--- config.mk ---
export PLATFORM = sky130hd
export DESIGN_NAME = keeper_motion_ctrl
export DESIGN_NICKNAME = d
export VERILOG_FILES = /design/src/rtl/keeper_motion_ctrl.sv
export SDC_FILE = /design/constraint.sdc
export NUM_CORES = 1
export LEC_CHECK = 0
export CORE_MARGIN = 2
export CORE_UTILIZATION = 53
export CTS_CLUSTER_DIAMETER = 80
export CTS_CLUSTER_SIZE = 40
export DETAILED_ROUTE_END_ITERATION = 7
export HOLD_SLACK_MARGIN = 0.12
export MAX_ROUTING_LAYER = met4
export PLACE_DENSITY = 0.84
export SLEW_MARGIN = 10
export SYNTH_ARGS = -nofsm -noshare
export SYNTH_HDL_FRONTEND = slang
export SYNTH_SLANG_ARGS = --single-unit
--- constraint.sdc ---
create_clock -name clk -period 3.64 [get_ports clk]
set_input_delay 0.728 -clock clk [delete_from_list [all_inputs] [get_ports clk]]
set_output_delay 0.728 -clock clk [all_outputs]
set_load 0.01 [all_outputs]
--- src/rtl/keeper_motion_ctrl.sv ---
// Keeper motion controller: takes a shot target through a valid/ready handshake,
// steps the keeper toward it once per frame, holds the save pose, then walks back
// to goal centre. Positions only change on a vblank rising edge.
module keeper_motion_ctrl #(
  parameter int unsigned X_MIN       = 212,
  parameter int unsigned X_MAX       = 612,
  parameter int unsigned X_CENTER    = 412,
  parameter int unsigned STEP        = 4,
  parameter int unsigned HOLD_FRAMES = 60
) (
  input  logic       clk,
  input  logic       rst,
  input  logic       vblnk,
  input  logic       game_active,
  input  logic       shot_valid,
  input  logic [9:0] shot_x,
  output logic       shot_ready,
  output logic [9:0] keeper_x_pos,
  output logic       busy,
  output logic       save_done
);

  localparam logic [9:0]        XMin    = 10'(X_MIN);
  localparam logic [9:0]        XMax    = 10'(X_MAX);
  localparam logic [9:0]        XCenter = 10'(X_CENTER);
  localparam logic [9:0]        Step10  = 10'(STEP);
  localparam logic signed [10:0] Step11 = 11'(STEP);
  localparam logic [7:0]        HoldLd  = 8'(HOLD_FRAMES);

  typedef enum logic [1:0] {StIdle, StDive, StHold, StReturn} state_e;

  state_e     state_q, state_d;
  logic [9:0] pos_q, pos_d;
  logic [9:0] target_q, target_d;
  logic [7:0] hold_q, hold_d;
  logic       vblnk_q;
  logic       save_done_q, save_done_d;

  logic       frame_tick;
  logic       transfer;
  logic [9:0] step_pos;
  logic [9:0] shot_clamped;

  // Move at most STEP pixels toward tgt; lands exactly on tgt when closer than STEP.
  function automatic logic [9:0] step_toward(input logic [9:0] pos, input logic [9:0] tgt);
    logic signed [10:0] diff;
    diff = $signed({1'b0, tgt}) - $signed({1'b0, pos});
    if (diff > Step11) begin
      return pos + Step10;
    end else if (diff < -Step11) begin
      return pos - Step10;
    end else begin
      return tgt;
    end
  endfunction

  // Handshake, tick detect, target clamp and step computation.
  always_comb begin
    frame_tick   = vblnk & ~vblnk_q;
    shot_ready   = (state_q == StIdle) & game_active;
    transfer     = shot_valid & shot_ready;
    shot_clamped = (shot_x < XMin) ? XMin : (shot_x > XMax) ? XMax : shot_x;
    step_pos     = step_toward(pos_q, target_q);
    keeper_x_pos = pos_q;
    busy         = (state_q != StIdle);
    save_done    = save_done_q;
  end

  // Next-state logic; a dropped game_active in DIVE/HOLD overrides any tick.
  always_comb begin
    state_d     = state_q;
    pos_d       = pos_q;
    target_d    = target_q;
    hold_d      = hold_q;
    save_done_d = 1'b0;
    unique case (state_q)
      StIdle: begin
        if (transfer) begin
          state_d  = StDive;
          target_d = shot_clamped;
        end
      end
      StDive: begin
        if (!game_active) begin
          state_d  = StReturn;
          target_d = XCenter;
          hold_d   = '0;
        end else if (frame_tick) begin
          pos_d = step_pos;
          if (step_pos == target_q) begin
            state_d = StHold;
            hold_d  = HoldLd;
          end
        end
      end
      StHold: begin
        if (!game_active) begin
          state_d  = StReturn;
          target_d = XCenter;
          hold_d   = '0;
        end else if (frame_tick) begin
          hold_d = hold_q - 8'd1;
          if (hold_q == 8'd1) begin
            state_d  = StReturn;
            target_d = XCenter;
          end
        end
      end
      StReturn: begin
        if (frame_tick) begin
          pos_d = step_pos;
          if (step_pos == target_q) begin
            state_d     = StIdle;
            save_done_d = 1'b1;
          end
        end
      end
      default: state_d = StIdle;
    endcase
  end

  // State registers with asynchronous active-low clear.
  always_ff @(posedge clk or negedge rst) begin
    if (!rst) begin
      state_q     <= StIdle;
      pos_q       <= XCenter;
      target_q    <= XCenter;
      hold_q      <= '0;
      vblnk_q     <= 1'b0;
      save_done_q <= 1'b0;
    end else begin
      state_q     <= state_d;
      pos_q       <= pos_d;
      target_q    <= target_d;
      hold_q      <= hold_d;
      vblnk_q     <= vblnk;
      save_done_q <= save_done_d;
    end
  end

endmodule

# Yosys cells after proc, flatten, opt, wreduce, memory -nomap -nowiden
# Index checks and enable logic that the tools add are counted.
# word_totals
in_bits	15
regBits	32
latchBits	0
memories	0
mem_bits_rw	0
mem_bits_ro	0
# op_classes
muxes	32
n_eq_ne	14
n_reduce_logical	9
n_bitwise	4
multipliers	0
div_mod_pow	0
shifts	0
order_cmp	4
add_sub_neg	4
# ops
operator	n
10-bit two-way mux	11
8-bit two-way mux	5
10-bit one-hot mux with 3 select lines	1
10-bit one-hot mux with 2 select lines	1
2-bit two-way mux	9
8-bit one-hot mux with 2 select lines	1
3-bit inequality test, second input constant	4
11-bit by 4-bit greater-than comparator with 1-bit output, second input constant	1
11-bit by 3-bit < comparator with 1-bit output, second input constant	1
10-bit by 10-bit subtractor with 11-bit output	1
10-bit by 3-bit adder with 10-bit output, second input constant	1
10-bit equality test	1
10-bit greater-than comparator, second input constant	1
10-bit by 8-bit < comparator with 1-bit output, second input constant	1
2-bit inequality test, second input constant	5
10-bit by 3-bit subtractor with 10-bit output, second input constant	1
8-bit by 1-bit equality test with 1-bit output, second input constant	1
2-bit one-hot mux with 4 select lines	1
8-bit by 1-bit subtractor with 8-bit output, second input constant	1
7-bit AND reduction	1
2-bit nonzero test	3
5-bit AND reduction	1
2-bit equality test, second input constant	2
4-bit AND reduction	1
7 further kinds	11

# Logic depth before layout (Yosys ltp)
# logic_depth
ltp_word	9
mapped_depth	17
ltp_nobuf	15

# Worst setup path before layout
# OpenSTA, ideal clock, no wires.
# synth_path
path_kind	register -> register
start	register pos_q[7] (netlist: keeper_x_pos[7])
end	register state_q[1]
setup_ns	0.128
arrival_ns	3.572
path_buffers	2
synth_period_minus_slack_ns	3.700
path_slack_ns	-0.060
path_stages_with_launch	15
required_ns	3.512
path_cell_list	dfstp_2 > clkbuf_1 > inv_1 > ha_1 > a211o_1 > o22ai_2 > xor2_1 > inv_2 > nor3_2 > o22ai_1 > a221oi_2 > nand4_1 > buf_2 > a21boi_2 > mux2_1
# synth_via
elab_chain_cells	7
elab_cells_between_ends	11
classes_between	add/sub (3); order compare (2); eq/ne (3); mux (2); reduce/logical (1)
# synth_rtl
element	line	text
start, declared	33	logic [9:0] pos_q, pos_d;
start signal, assigned	126	pos_q <= XCenter;
start signal, assigned	133	pos_q <= pos_d;
10-bit by 10-bit subtractor with 11-bit output	47	diff = $signed({1'b0, tgt}) - $signed({1'b0, pos});
11-bit by 3-bit < comparator with 1-bit output	50	end else if (diff < -Step11) begin
10-bit two-way mux	50	
10-bit two-way mux *	48	if (diff > Step11) begin
10-bit equality test *	90, 112	
3-bit inequality test (no source line) or 2-bit inequality test (tied branches)	--	
7-bit AND reduction (no source line) *	--	
end signal, assigned	125	state_q <= StIdle;
end signal, assigned	132	state_q <= state_d;
end, declared	32	state_e state_q, state_d;
# Mark *: on every way between the ends. The rest lies on a longest branch, timed or not.
# A chain may end at the register's enable or synchronous reset.

# Final worst setup path
# layout_path
start	register pos_q[2] (netlist: keeper_x_pos[2])
end	register hold_q[7]
# layout_via
elab_chain_cells	7
elab_cells_between_ends	10
classes_between	add/sub (3); order compare (2); eq/ne (2); mux (2); reduce/logical (1)
# layout_rtl
element	line	text
10-bit by 10-bit subtractor with 11-bit output	47	
11-bit by 3-bit < comparator with 1-bit output	50	
10-bit two-way mux	50	
10-bit two-way mux *	48	
10-bit equality test *	90	if (step_pos == target_q) begin
3-bit inequality test (no source line) *	--	
4-bit AND reduction (no source line) *	--	
end signal, assigned	135	hold_q <= hold_d;
end, declared	35	logic [7:0] hold_q, hold_d;
# Marked as above.

==> qor.yml <==
hpwl_um: 6240
whs_ns: 0.538
grt_max_degree: 33
ys_ff_latch: 32
dieArea_um2: 6200
hold_path_depth: 1
relSlewSlack: 0.625
ys_types: 76
die_w_um: 78.7
vias_per_cell: 6.35
drtPass1Iterations: 5
grt_remaining_overflow: 0
clock_skew_ns: 0.00899
cts.path.max_buffers: 2
drt-wirelength-per-cell_um: 17.9
postSynthCellCount: 349
slew_viol_final: 0
slowest_delay_ns: 0.54
synth_nets: 384
insertion_delay_ns: 0.30
numPortBuffers: 27
initialDrtViolationCount: 429
postSynthAreaPerCell_um2: 8.48
cts_tree: "done"
synth_edf_count: 0
detail-route-antenna-nets: 0
ys_warn_count: 0
fin_ws_ns: -0.130
seq_area_frac_synth: 0.275
place_congestion: 0.982
cts_root_buf: "clkbuf_8"
cts.htree.levels: 2
crit_path_max_fanout: 8
reg2reg_to: "hold_q[7]"
clock_sinks: 32
tightest_slew_ns: 0.558
drc: 0
outcome: "finished with violations"
hp-class: "register to register"
drt_wl_total_um: 8830
period_share: 1.04
hold_buffers: 0
antenna_cells: 0
hold_viol: 0
max-cap-violations: 0
async_flop_share: 1.00
min_to: "hold_q[6]"
dpl-instance-area_um2: 3550
num-nets-final: 454
num_vias: 3124
crit_path_end_kind: "register"
coreArea_um2: 5440
ios: 28
cp.arrival_ns: 4.00
die_h_um: 78.7
grt_use_total: 0.288
r2r_setup_slack_ns: -0.13
antenna_found_initial: 0
failed_checks: "negative setup slack"
grt_pass1_wl_um: 13800
syn_area_um2: 2960
ff2ff_path_depth: 15
max_freq_ghz: 0.265
crit_required_ns: 3.87
rsz0062_at_grt: "true"
cts.clk_slew.worst_paths_ns: 0.08
cts_buffers: 5
r2r-start: "keeper_x_pos[2]"
period_minus_slack_ns: 3.77
holdCritStartpoint: "hold_q[6]"
synth_ff_type: "dfrtp_1"
drive_gt1_frac: 0.243
start_util: 0.544
crit_slowest_cell: "dfstp_2"
worst_setup_path_start_kind: "register"
rows: 27
final_cell_count_no_fill: 492
path_class: "register to register"
synthToLayoutAreaGrowth_pct: 30.0
dpl.cell_count: 476
setup_violations: 9
crit_chain: "inv_1, ha_1, a21o_1, a31oi_1, xor2_1, nor4_1, nand3_1, buf_6, o32a_1, nor2_4, mux2i_1, nand4_1, buf_4, a2111oi_4, a211o_1"
postLayoutCellArea_um2: 3850
first_global_vias: 2974
[worst max-delay path, delay by kind of cell, from the launching register on]
| kind | cells | cell delay [ns] |
|---|---|---|
| and+or+nand+nor | 4 | 0.80 |
| xor gates and xnor gates | 1 | 0.13 |
| muxes | 1 | 0.19 |
| DFF | 1 | 0.54 |
| adders and majority gates | 1 | 0.40 |
| buffers and inverters | 3 | 0.48 |
| AOI/OAI and AO/OA | 5 | 1.18 |
[cells in the final DEF (no fill, tap or decap), types with 3 or more instances in the layout]
cell type and count:
o22ai_1 4, xnor2_2 3, a21oi_1 23, nor2b_1 6, dfrtp_1 22, xor2_1 5
nand2_1 23, inv_1 27, or3_1 3, nand3_1 8, buf_4 45, o31ai_1 3
dfstp_2 10, and2_1 3, nor3_1 9, a211o_1 3, a21oi_2 3, a21o_1 4
o21ai_1 3, a22o_1 6, a31oi_1 7, clkbuf_8 6, o21ai_0 20, ha_1 18
xnor2_1 13, nor2_1 28, nand2b_1 4, clkdlybuf4s50_1 27, and3_1 7, mux2i_1 5
[layout make-up]
| class | instances | area (µm²) |
|---|---|---|
| Timing Repair Buffer | 73 | 619 |
| Multi-Input combinational cell | 277 | 2110 |
| Clock buffer | 6 | 82.6 |
| Clock inverter | 2 | 15.0 |
| Sequential cell | 32 | 813 |
| Tap cell | 72 | 90.1 |
| Fill cell | 395 | 1590 |
| Inverter | 30 | 115 |
[stage by stage]
stage | TNS, ns | worst slack, ns | util
5_1_grt | -1.52 | -0.216 | 0.707
3_3_place_gp | 0 | 0.00315 | 0.652
3_5_place_dp | -1.14 | -0.182 | 0.652
2_1_floorplan | 0 | 0.0237 | -
6_report | -0.798 | -0.130 | 0.707
4_1_cts | 0 | 0.0122 | 0.683
[routing by layer]
metal	vias to the layer above	track usage	share of wire	wire length, µm
met5	-	-	0	0
met4	0	0.125	0.032	285
met3	33	0.0318	0.075	661
met1	1501	0.357	0.41	3600
met2	169	0.479	0.48	4270
li1	1421	-	-	-
[flip-flops by register name (all words and copies together) (netlist names)]
name          cells
save_done         1
vblnk_q           1
keeper_x_pos     10
hold_q            8
state_q           2
target_q         10
[what timing repair did]
action                     in CTS  in global routing
pin swaps                       7                 18
resized for setup               6                 20
buffers inserted                6                  2
setup endpoints to repair       9                 10
[logic make-up after synthesis]
kind of cell | share of synthesized area
buf+inv | 0.0600
fa+ha+maj | 0.0871
xor+xnor | 0.0681
flops | 0.275
mux | 0.0245
simple gates | 0.203
compound gates | 0.282
[worst max-delay path by stage]
stage | from | to | slack (ns) | cells past startpoint
after global routing | target_q[0] | hold_q[6] | -0.22 | 16
after detailed placement | target_q[0] | hold_q[6] | -0.18 | 17
final | keeper_x_pos[2] | hold_q[7] | -0.13 | 15
after global placement | target_q[0] | hold_q[6] | 0.003 | 17
after CTS | target_q[0] | hold_q[6] | 0.01 | 16
after floorplan | keeper_x_pos[7] | state_q[1] | 0.02 | 14
[cell usage after synthesis, types with 3 or more instances]
cell	instances	area (µm²)
o22ai_1	4	25.0
a31oi_1	7	43.8
buf_4	3	22.5
dfstp_2	10	263
and2_1	3	18.8
xor2_1	7	61.3
nor3b_1	3	22.5
a211o_1	3	26.3
ha_1	19	238
nor3_1	11	55.1
dfrtp_1	22	551
clkbuf_1	4	15.0
nand2b_1	4	25.0
a22o_1	6	52.6
inv_1	29	109
nor2_1	28	105
o31ai_1	3	22.5
or3_1	3	18.8
a21oi_1	24	120
xnor2_1	16	140
nor2b_1	6	37.5
nand2_1	23	86.3
mux2i_1	5	50.1
nand3_1	8	40.0
and3_1	7	43.8
a21o_1	4	30.0
o21ai_0	21	105
Power is left out: the tool's default activity adds up to more than one toggle a clock period on the data nets, which glitch-free logic cannot reach.
